===== src/rtl/udp_tx_machine.sv =====
// Builds a 60-byte Ethernet/IPv4/UDP frame around one 32-bit payload word and
// serves it byte-addressed to the MAC TX side; IP checksum is summed serially first.
module udp_tx_machine #(
    parameter logic [47:0] SRC_MAC  = 48'h00_0A_35_00_00_01,
    parameter logic [31:0] SRC_IP   = 32'hC0A8_010A,
    parameter logic [15:0] SRC_PORT = 16'd5000,
    parameter logic [7:0]  TTL      = 8'd64
) (
    input  logic        clk,
    input  logic        reset,
    input  logic        send_vld,
    input  logic [31:0] send_data,
    input  logic [47:0] dst_mac,
    input  logic [31:0] dst_ip,
    input  logic [15:0] dst_port,
    output logic        send_busy,
    output logic        tx_vld,
    output logic [10:0] tx_count,
    input  logic [10:0] tx_addr,
    input  logic        tx_adv,
    input  logic        tx_busy,
    input  logic        tx_last,
    output logic [7:0]  tx_data
);

    typedef enum logic [2:0] {IDLE, CSUM, FOLD1, FOLD2, REQ, SEND} state_t;

    state_t      state;
    state_t      state_next;
    logic [19:0] acc;
    logic [19:0] acc_fold;
    logic [3:0]  widx;
    logic [15:0] ident;
    logic [15:0] csum;
    logic [31:0] lat_data;
    logic [47:0] lat_mac;
    logic [31:0] lat_ip;
    logic [15:0] lat_port;
    logic [15:0] lat_ident;

    logic [4:0]  hdr_off;
    logic [15:0] hdr_cur;
    logic [2:0]  dmac_idx;
    logic [2:0]  smac_idx;
    logic [1:0]  pay_idx;

    // IPv4 header as ten 16-bit words; word 5 is the checksum slot.
    function automatic logic [15:0] hdr_word(input logic [3:0]  idx,
                                             input logic [15:0] id,
                                             input logic [31:0] dip,
                                             input logic [15:0] ck);
        logic [15:0] w;
        case (idx)
            4'd0:    w = 16'h4500;
            4'd1:    w = 16'h0020;
            4'd2:    w = id;
            4'd3:    w = 16'h4000;
            4'd4:    w = {TTL, 8'h11};
            4'd5:    w = ck;
            4'd6:    w = SRC_IP[31:16];
            4'd7:    w = SRC_IP[15:0];
            4'd8:    w = dip[31:16];
            4'd9:    w = dip[15:0];
            default: w = 16'h0000;
        endcase
        return w;
    endfunction

    function automatic logic [19:0] fold_carry(input logic [19:0] a);
        return {4'h0, a[15:0]} + {16'h0000, a[19:16]};
    endfunction

    function automatic logic [7:0] byte_of(input logic [15:0] w, input logic lo);
        return lo ? w[7:0] : w[15:8];
    endfunction

    assign acc_fold = fold_carry(acc);
    assign tx_count = 11'd60;

    always_ff @(posedge clk) begin
        if (reset) state <= IDLE;
        else       state <= state_next;
    end

    always_comb begin
        state_next = state;
        unique case (state)
            IDLE:    if (send_vld) state_next = CSUM;
            CSUM:    if (widx == 4'd9) state_next = FOLD1;
            FOLD1:   state_next = FOLD2;
            FOLD2:   state_next = REQ;
            REQ:     if (!tx_busy) state_next = SEND;
            SEND:    if (tx_adv && tx_last) state_next = IDLE;
            default: state_next = IDLE;
        endcase
    end

    always_comb begin
        send_busy = (state != IDLE);
        tx_vld    = (state == REQ) && !tx_busy;
    end

    always_ff @(posedge clk) begin
        if (reset) begin
            ident <= 16'h0000;
            acc   <= 20'h00000;
            widx  <= 4'd0;
        end else begin
            unique case (state)
                IDLE: if (send_vld) begin
                    acc  <= 20'h00000;
                    widx <= 4'd0;
                end
                CSUM: begin
                    acc  <= acc + {4'h0, hdr_word(widx, lat_ident, lat_ip, 16'h0000)};
                    widx <= widx + 4'd1;
                end
                FOLD1:   acc <= acc_fold;
                FOLD2:   acc <= acc_fold;
                SEND:    if (tx_adv && tx_last) ident <= ident + 16'd1;
                default: ;
            endcase
        end
    end

    // Frame fields carry no reset: they are only meaningful after an accept.
    always_ff @(posedge clk) begin
        if (state == IDLE && send_vld) begin
            lat_data  <= send_data;
            lat_mac   <= dst_mac;
            lat_ip    <= dst_ip;
            lat_port  <= dst_port;
            lat_ident <= ident;
        end
        if (state == FOLD2) csum <= ~acc_fold[15:0];
    end

    // Address arithmetic is done modulo the low bits; each range is short enough.
    assign hdr_off  = tx_addr[4:0] - 5'd14;
    assign hdr_cur  = hdr_word(hdr_off[4:1], lat_ident, lat_ip, csum);
    assign dmac_idx = 3'd5 - tx_addr[2:0];
    assign smac_idx = 3'd3 - tx_addr[2:0];
    assign pay_idx  = 2'd1 - tx_addr[1:0];

    always_comb begin
        tx_data = 8'h00;
        if (tx_addr < 11'd6)        tx_data = lat_mac[{dmac_idx, 3'b000} +: 8];
        else if (tx_addr < 11'd12)  tx_data = SRC_MAC[{smac_idx, 3'b000} +: 8];
        else if (tx_addr == 11'd12) tx_data = 8'h08;
        else if (tx_addr == 11'd13) tx_data = 8'h00;
        else if (tx_addr < 11'd34)  tx_data = byte_of(hdr_cur, hdr_off[0]);
        else if (tx_addr == 11'd34) tx_data = SRC_PORT[15:8];
        else if (tx_addr == 11'd35) tx_data = SRC_PORT[7:0];
        else if (tx_addr == 11'd36) tx_data = lat_port[15:8];
        else if (tx_addr == 11'd37) tx_data = lat_port[7:0];
        else if (tx_addr == 11'd39) tx_data = 8'h0C;
        else if (tx_addr >= 11'd42 && tx_addr < 11'd46)
                                    tx_data = lat_data[{pay_idx, 3'b000} +: 8];
    end

endmodule


===== config.mk =====
export PLATFORM = sky130hd
export DESIGN_NAME = udp_tx_machine
export DESIGN_NICKNAME = d
export VERILOG_FILES = /design/src/rtl/udp_tx_machine.sv
export SDC_FILE = /design/constraint.sdc
export NUM_CORES = 1
export LEC_CHECK = 0
export BUFFER_PORTS_ARGS = -buffer_cell sky130_fd_sc_hd__buf_4
export CAP_MARGIN = 25
export CELL_PAD_IN_SITES_DETAIL_PLACEMENT = 1
export CELL_PAD_IN_SITES_GLOBAL_PLACEMENT = 2
export CORE_MARGIN = 10
export CORE_UTILIZATION = 41
export DETAILED_ROUTE_END_ITERATION = 10
export PLACE_DENSITY_LB_ADDON = 0.1
export SYNTH_ARGS = -nofsm -noshare
export SYNTH_HDL_FRONTEND = slang
export SYNTH_SLANG_ARGS = --single-unit

===== constraint.sdc =====
create_clock -name clk -period 11 [get_ports clk]
set_input_delay 1.65 -clock clk [delete_from_list [all_inputs] [get_ports clk]]
set_output_delay 1.65 -clock clk [all_outputs]
set_load 0.05 [all_outputs]

# Word level (Yosys, flattened, before mapping)
# Index checks and enable logic that the tools add are counted.
[op_classes] multipliers=0 n_eq_ne=33 add_sub_neg=8 magnitude_cmp=5 n_mux=25 n_bitwise=1 reduce_logical=16 div_mod_pow=0 n_shift=3
[ops] op="$pmux 16 s10" count=1
[ops] op="$pmux 16 s9" count=1
[ops] op="$mux 8" count=12
[ops] op="$pmux 20 s3" count=1
[ops] op="$eq 11x6->1 const B" count=5
[ops] op="$shiftx 48x7->8" count=1
[ops] op="$shiftx 48x7->8 const A" count=1
[ops] op="$mux 16" count=2
[ops] op="$shiftx 32x6->8" count=1
[ops] op="$eq 4x3->1 const B" count=7
[ops] op="$eq 11x4->1 const B" count=2
[ops] op="$lt 11x6->1 const B" count=2
[ops] op="$add 20x16->20" count=1
[ops] op="$mux 20" count=1
[ops] op="$pmux 3 s6" count=1
[ops] op="$add 16x4->17" count=1
[ops] op="$add 16x1->16 const B" count=1
[ops] op="$eq 4x2->1 const B" count=4
[ops] op="$eq 4x4->1 const B" count=4
[ops] op="$not 16->16" count=1
[ops] op="$mux 3" count=4
[ops] op="$ge 11x6->1 const B" count=1
[ops] op="$lt 11x3->1 const B" count=1
[ops] op="$lt 11x4->1 const B" count=1
[ops] op="other kinds (21)" count=34
[totals] mem_bits_ro=0 n_memories=0 ff_bits=203 ramBits=0 wordCells=101 inputBits=145 output_inout_bits=21 latchBits=0

# Longest topological paths before layout
[logic_depth] ltp_word=13 depth_mapped=16 ltp_nobuf=15

# Least setup slack after synthesis
# Ideal clock, no wire load.
[synth_path] path_type="input to output" from="input tx_addr[1]" to="output tx_data[2]" arrival_time_ns=4.404 slack_ns=4.946 cell_stages=11 path_buffers=4 path_cell_list="buf_2 buf_1 inv_1 ha_1 clkbuf_1 and3b_1 a21boi_0 or2_2 clkbuf_1 a221oi_1 nor4_2"
[synth_via] elab_chain_len=13
[synth_lines] element="from (decl)" line_no="19" source="input logic [10:0] tx_addr,"
[synth_lines] element="$sub 1x2->2 (tied with other cells)" line_no="143" source="assign pay_idx = 2'd1 - tx_addr[1:0];"
[synth_lines] element="$shiftx 32x6->8 or $logic_and 1x1->1 (tied branches)" line_no="158, 157"
[synth_lines] element="$mux 8" line_no="157" source="else if (tx_addr >= 11'd42 && tx_addr < 11'd46)"
[synth_lines] element="$mux 8" line_no="156" source="else if (tx_addr == 11'd39) tx_data = 8'h0C;"
[synth_lines] element="$mux 8" line_no="155" source="else if (tx_addr == 11'd37) tx_data = lat_port[7:0];"
[synth_lines] element="$mux 8" line_no="154" source="else if (tx_addr == 11'd36) tx_data = lat_port[15:8];"
[synth_lines] element="$mux 8" line_no="153" source="else if (tx_addr == 11'd35) tx_data = SRC_PORT[7:0];"
[synth_lines] element="$mux 8" line_no="152" source="else if (tx_addr == 11'd34) tx_data = SRC_PORT[15:8];"
[synth_lines] element="$mux 8" line_no="151" source="else if (tx_addr < 11'd34) tx_data = byte_of(hdr_cur, hdr_off[0]);"
[synth_lines] element="$mux 8" line_no="150" source="else if (tx_addr == 11'd13) tx_data = 8'h00;"
[synth_lines] element="$mux 8" line_no="149" source="else if (tx_addr == 11'd12) tx_data = 8'h08;"
[synth_lines] element="$mux 8" line_no="148" source="else if (tx_addr < 11'd12) tx_data = SRC_MAC[{smac_idx, 3'b000} +: 8];"
[synth_lines] element="$mux 8 (*)" line_no="147" source="if (tx_addr < 11'd6) tx_data = lat_mac[{dmac_idx, 3'b000} +: 8];"
[synth_lines] element="to (decl)" line_no="23" source="output logic [7:0] tx_data"
# Every way passes the cells marked *; elsewhere a longest branch is shown, timed or not.

# Worst setup path in the final report
[layout_path] from="input tx_addr[1]" to="output tx_data[7]"
# Same word-level chain as after synthesis.

==> flow_metrics.env <==
export IMPL_overflow=0
export IMPL_n_antenna_cell=0
export IMPL_synth_cells=970
export IMPL_yosys_most_used_dff="edfxtp_1"
export IMPL_final_area_sq_um=13120
export IMPL_required_ps=9350
export IMPL_setup_violations=0
export IMPL_rrSetupSlack_ps=6880
export IMPL_port_buffers=154
export IMPL_ys_seq_area_share_pct=51.87
export IMPL_viasPerCell=5.886
export IMPL_holdBufCountCts=0
export IMPL_ys_warn_count=0
export IMPL_grt_use_total_pct=21.14
export IMPL_die_h_microns=183.2
export IMPL_clock_skew_final_ps=11.28
export IMPL_outcome="complete, no violations"
export IMPL_cts_tree="built"
export IMPL_fin_nets=1284
export IMPL_finalHoldViolCount=0
export IMPL_first_pass_iters=5
export IMPL_drv_cap=0
export IMPL_endpoint="tx_data[7]"
export IMPL_ir_worst_vdd_mv=0.1126
export IMPL_cp_start_kind="input port"
export IMPL_ys_types=81
export IMPL_antenna_found_initial=0
export IMPL_ant_nets=0
export IMPL_p_leak_uw=0.004910
export IMPL_finalCriticalPeriod_ps=6551
export IMPL_max_freq_mhz=152.7
export IMPL_cts_max_level=1
export IMPL_final_common_cell="edfxtp_1"
export IMPL_cts_resized=0
export IMPL_critPathKind="input port to output pin"
export IMPL_path_clk_slew_ps=60
export IMPL_synth_mux_area_share_pct=4.686
export IMPL_clk_path_buf_depth=3
export IMPL_cp_max_fo=32
export IMPL_placed_area_sq_um=12250
export IMPL_relSlewSlack_pct=33.48
export IMPL_synth_simple_area_share_pct=13.46
export IMPL_final_cell_mix="edfxtp_1 (160), buf_4 (156), nor2_1 (72), nand2_1 (61), a21oi_1 (60)"
export IMPL_worst_pin_slew_ps=994.2
export IMPL_timing_rr_start="widx[2]$_SDFFE_PP0P_"
export IMPL_gp_congestion=0.9075
export IMPL_std_cell_rows=59
export IMPL_die_x_microns=183.2
export IMPL_worstPathArrival_ps=4900
export IMPL_drv_slew=0
export IMPL_synth_compound_area_share_pct=18.40
export IMPL_dp_hpwl_microns=27040
export IMPL_final_cells=1454
export IMPL_rsz0062_at_grt="no"
export IMPL_hold_worst_slack_ps=477.3
export IMPL_p_per_area_nw_per_um2=149.2
export IMPL_post_route_period_util_pct=59.55
export IMPL_drc=0
export IMPL_grt_pass1_vias=8872
export IMPL_grt_max_degree=71
export IMPL_start_util_pct=41.79
export IMPL_dr_first_iter_drc_count=679
export IMPL_synth_edf_count=160
export IMPL_synth_top_family_by_area="compound AO/OA/AOI/OAI gates"
export IMPL_postCtsSetupBuffers=0
export IMPL_r2r_worst_path_cells=13
export IMPL_core_sq_um=26130
export IMPL_crit_path_start="tx_addr[1]"
export IMPL_synth_xor_area_share_pct=3.288
export IMPL_crit_path_end_kind="output pin"
export IMPL_insertion_delay_ps=540
export IMPL_io_pin_count=166
export IMPL_die_area_sq_um=33570
export IMPL_hold_class="flip-flop to flip-flop"
export IMPL_grt_pass1_wl_microns=54990
export IMPL_vias=8558
export IMPL_finalSetupTns_ps=0
export IMPL_synth_async_reset_ratio_pct=0
export IMPL_cts_num_sinks=203
export IMPL_synth_area_sq_um=10920
export IMPL_drive_above_1_share_pct=21.54
export IMPL_worst_r2r_endpoint="acc[18]$_SDFFE_PP0P_"
export IMPL_synth_fa_ha_area_share_pct=4.376
export IMPL_totalWireLength_microns=36160
export IMPL_ys_ff_latch=203
export IMPL_area_growth_syn_to_layout_pct=20.11
export IMPL_cts_root_buffer="clkbuf_16"
export IMPL_wl_per_cell_microns=24.87
export IMPL_numCtsBuffers=24
export IMPL_syn_avg_cell_area_sq_um=11.26
export IMPL_dpl_cell_count=1411
-- layer usage --
layer / up-vias / GRT usage, % / wire [microns]
met5: - / 0 / 0
met4: 0 / 3.934 / 604
met3: 39 / 3.834 / 2130
met2: 245 / 33.97 / 16590
met1: 4288 / 29.41 / 16830
li1: 3986 / - / -
-- worst max-delay path, stage by stage --
cell and delay [ps]:
buf_4 380, ha_1 790, nand2_1 310, o31ai_4 400, and2_0 390, a221oi_1 160, a22o_1 300, a211oi_2 250
buf_4 250
-- cell families after synthesis --
kind of cell / Yosys count
other: 2
XOR/XNOR: 41
buffers and inverters: 89
adder cells (fa/ha/maj): 37
AO/OA/AOI/OAI: 282
AND/OR/NAND/NOR: 286
flip-flops: 203
multiplexers: 30
-- final cells by class --
type | instances | area [sq um]
clock buffer | 29 | 619.3
clock inverter | 14 | 250.2
fill | 2788 | 13020
inverter | 29 | 108.9
multi-input combinational | 687 | 4872
sequential | 203 | 5665
tap | 335 | 419.2
timing repair buffer | 157 | 1182
-- flip-flops by register name, summed over array words and instances (netlist names) --
signal     flops
acc           20
csum          16
ident         16
lat_data      32
lat_ident     16
lat_ip        32
lat_mac       48
lat_port      16
state          3
widx           4
-- synthesized netlist by cell type, types with 11 or more instances --
| cell type | instances | area [sq um] |
|---|---|---|
| xnor2_1 | 21 | 183.9 |
| clkbuf_1 | 28 | 105.1 |
| nand3_1 | 30 | 150.1 |
| ha_1 | 35 | 437.9 |
| a21oi_1 | 60 | 300.3 |
| buf_4 | 16 | 120.1 |
| xor2_1 | 20 | 175.2 |
| nor2_1 | 72 | 270.3 |
| dfxtp_1 | 43 | 860.8 |
| a221oi_1 | 15 | 131.4 |
| nor3_1 | 20 | 100.1 |
| edfxtp_1 | 160 | 4805 |
| and3_1 | 13 | 81.33 |
| a22oi_1 | 23 | 172.7 |
| o22ai_1 | 12 | 75.07 |
| a21o_1 | 17 | 127.6 |
| o21ai_0 | 43 | 215.2 |
| nand2_1 | 61 | 229.0 |
| mux4_2 | 16 | 360.4 |
| nor2b_1 | 12 | 75.07 |
| and2_1 | 11 | 68.82 |
| a211oi_1 | 17 | 127.6 |
| inv_1 | 29 | 108.9 |
| buf_2 | 11 | 55.05 |
| nand4_1 | 14 | 87.58 |
-- where the power goes --
group	leakage [uW]	switching (uW)	total (uW)	internal, uW
registers	0.00187	21.5	887	866
logic	0.00262	112	193	80.6
clock network	0.000421	331	876	545
-- how the worst min path moves through the flow --
stage,from,end,cells past startpoint
2_1_floorplan,ident[15]$_SDFFE_PP0P_,lat_ident[15]$_DFFE_PP_,0
3_3_place_gp,ident[15]$_SDFFE_PP0P_,lat_ident[15]$_DFFE_PP_,0
3_5_place_dp,ident[15]$_SDFFE_PP0P_,lat_ident[15]$_DFFE_PP_,0
4_1_cts,ident[6]$_SDFFE_PP0P_,lat_ident[6]$_DFFE_PP_,0
5_1_grt,ident[6]$_SDFFE_PP0P_,lat_ident[6]$_DFFE_PP_,0
6_report,ident[15]$_SDFFE_PP0P_,lat_ident[15]$_DFFE_PP_,0
-- stage by stage --
| step | total power [uW] | setup WS (ps) | utilization [%] |
|---|---|---|---|
| final | 1957 | 4449 | 50.20 |
| after global routing | 2022 | 4290 | 50.20 |
| after global placement | 1092 | 4518 | 46.83 |
| after floorplan | 1012 | 4946 | - |
| after detailed placement | 1094 | 4534 | 46.87 |
| after CTS | 1976 | 4532 | 50.20 |
No activity file was read; power rests on OpenSTA's default activity.
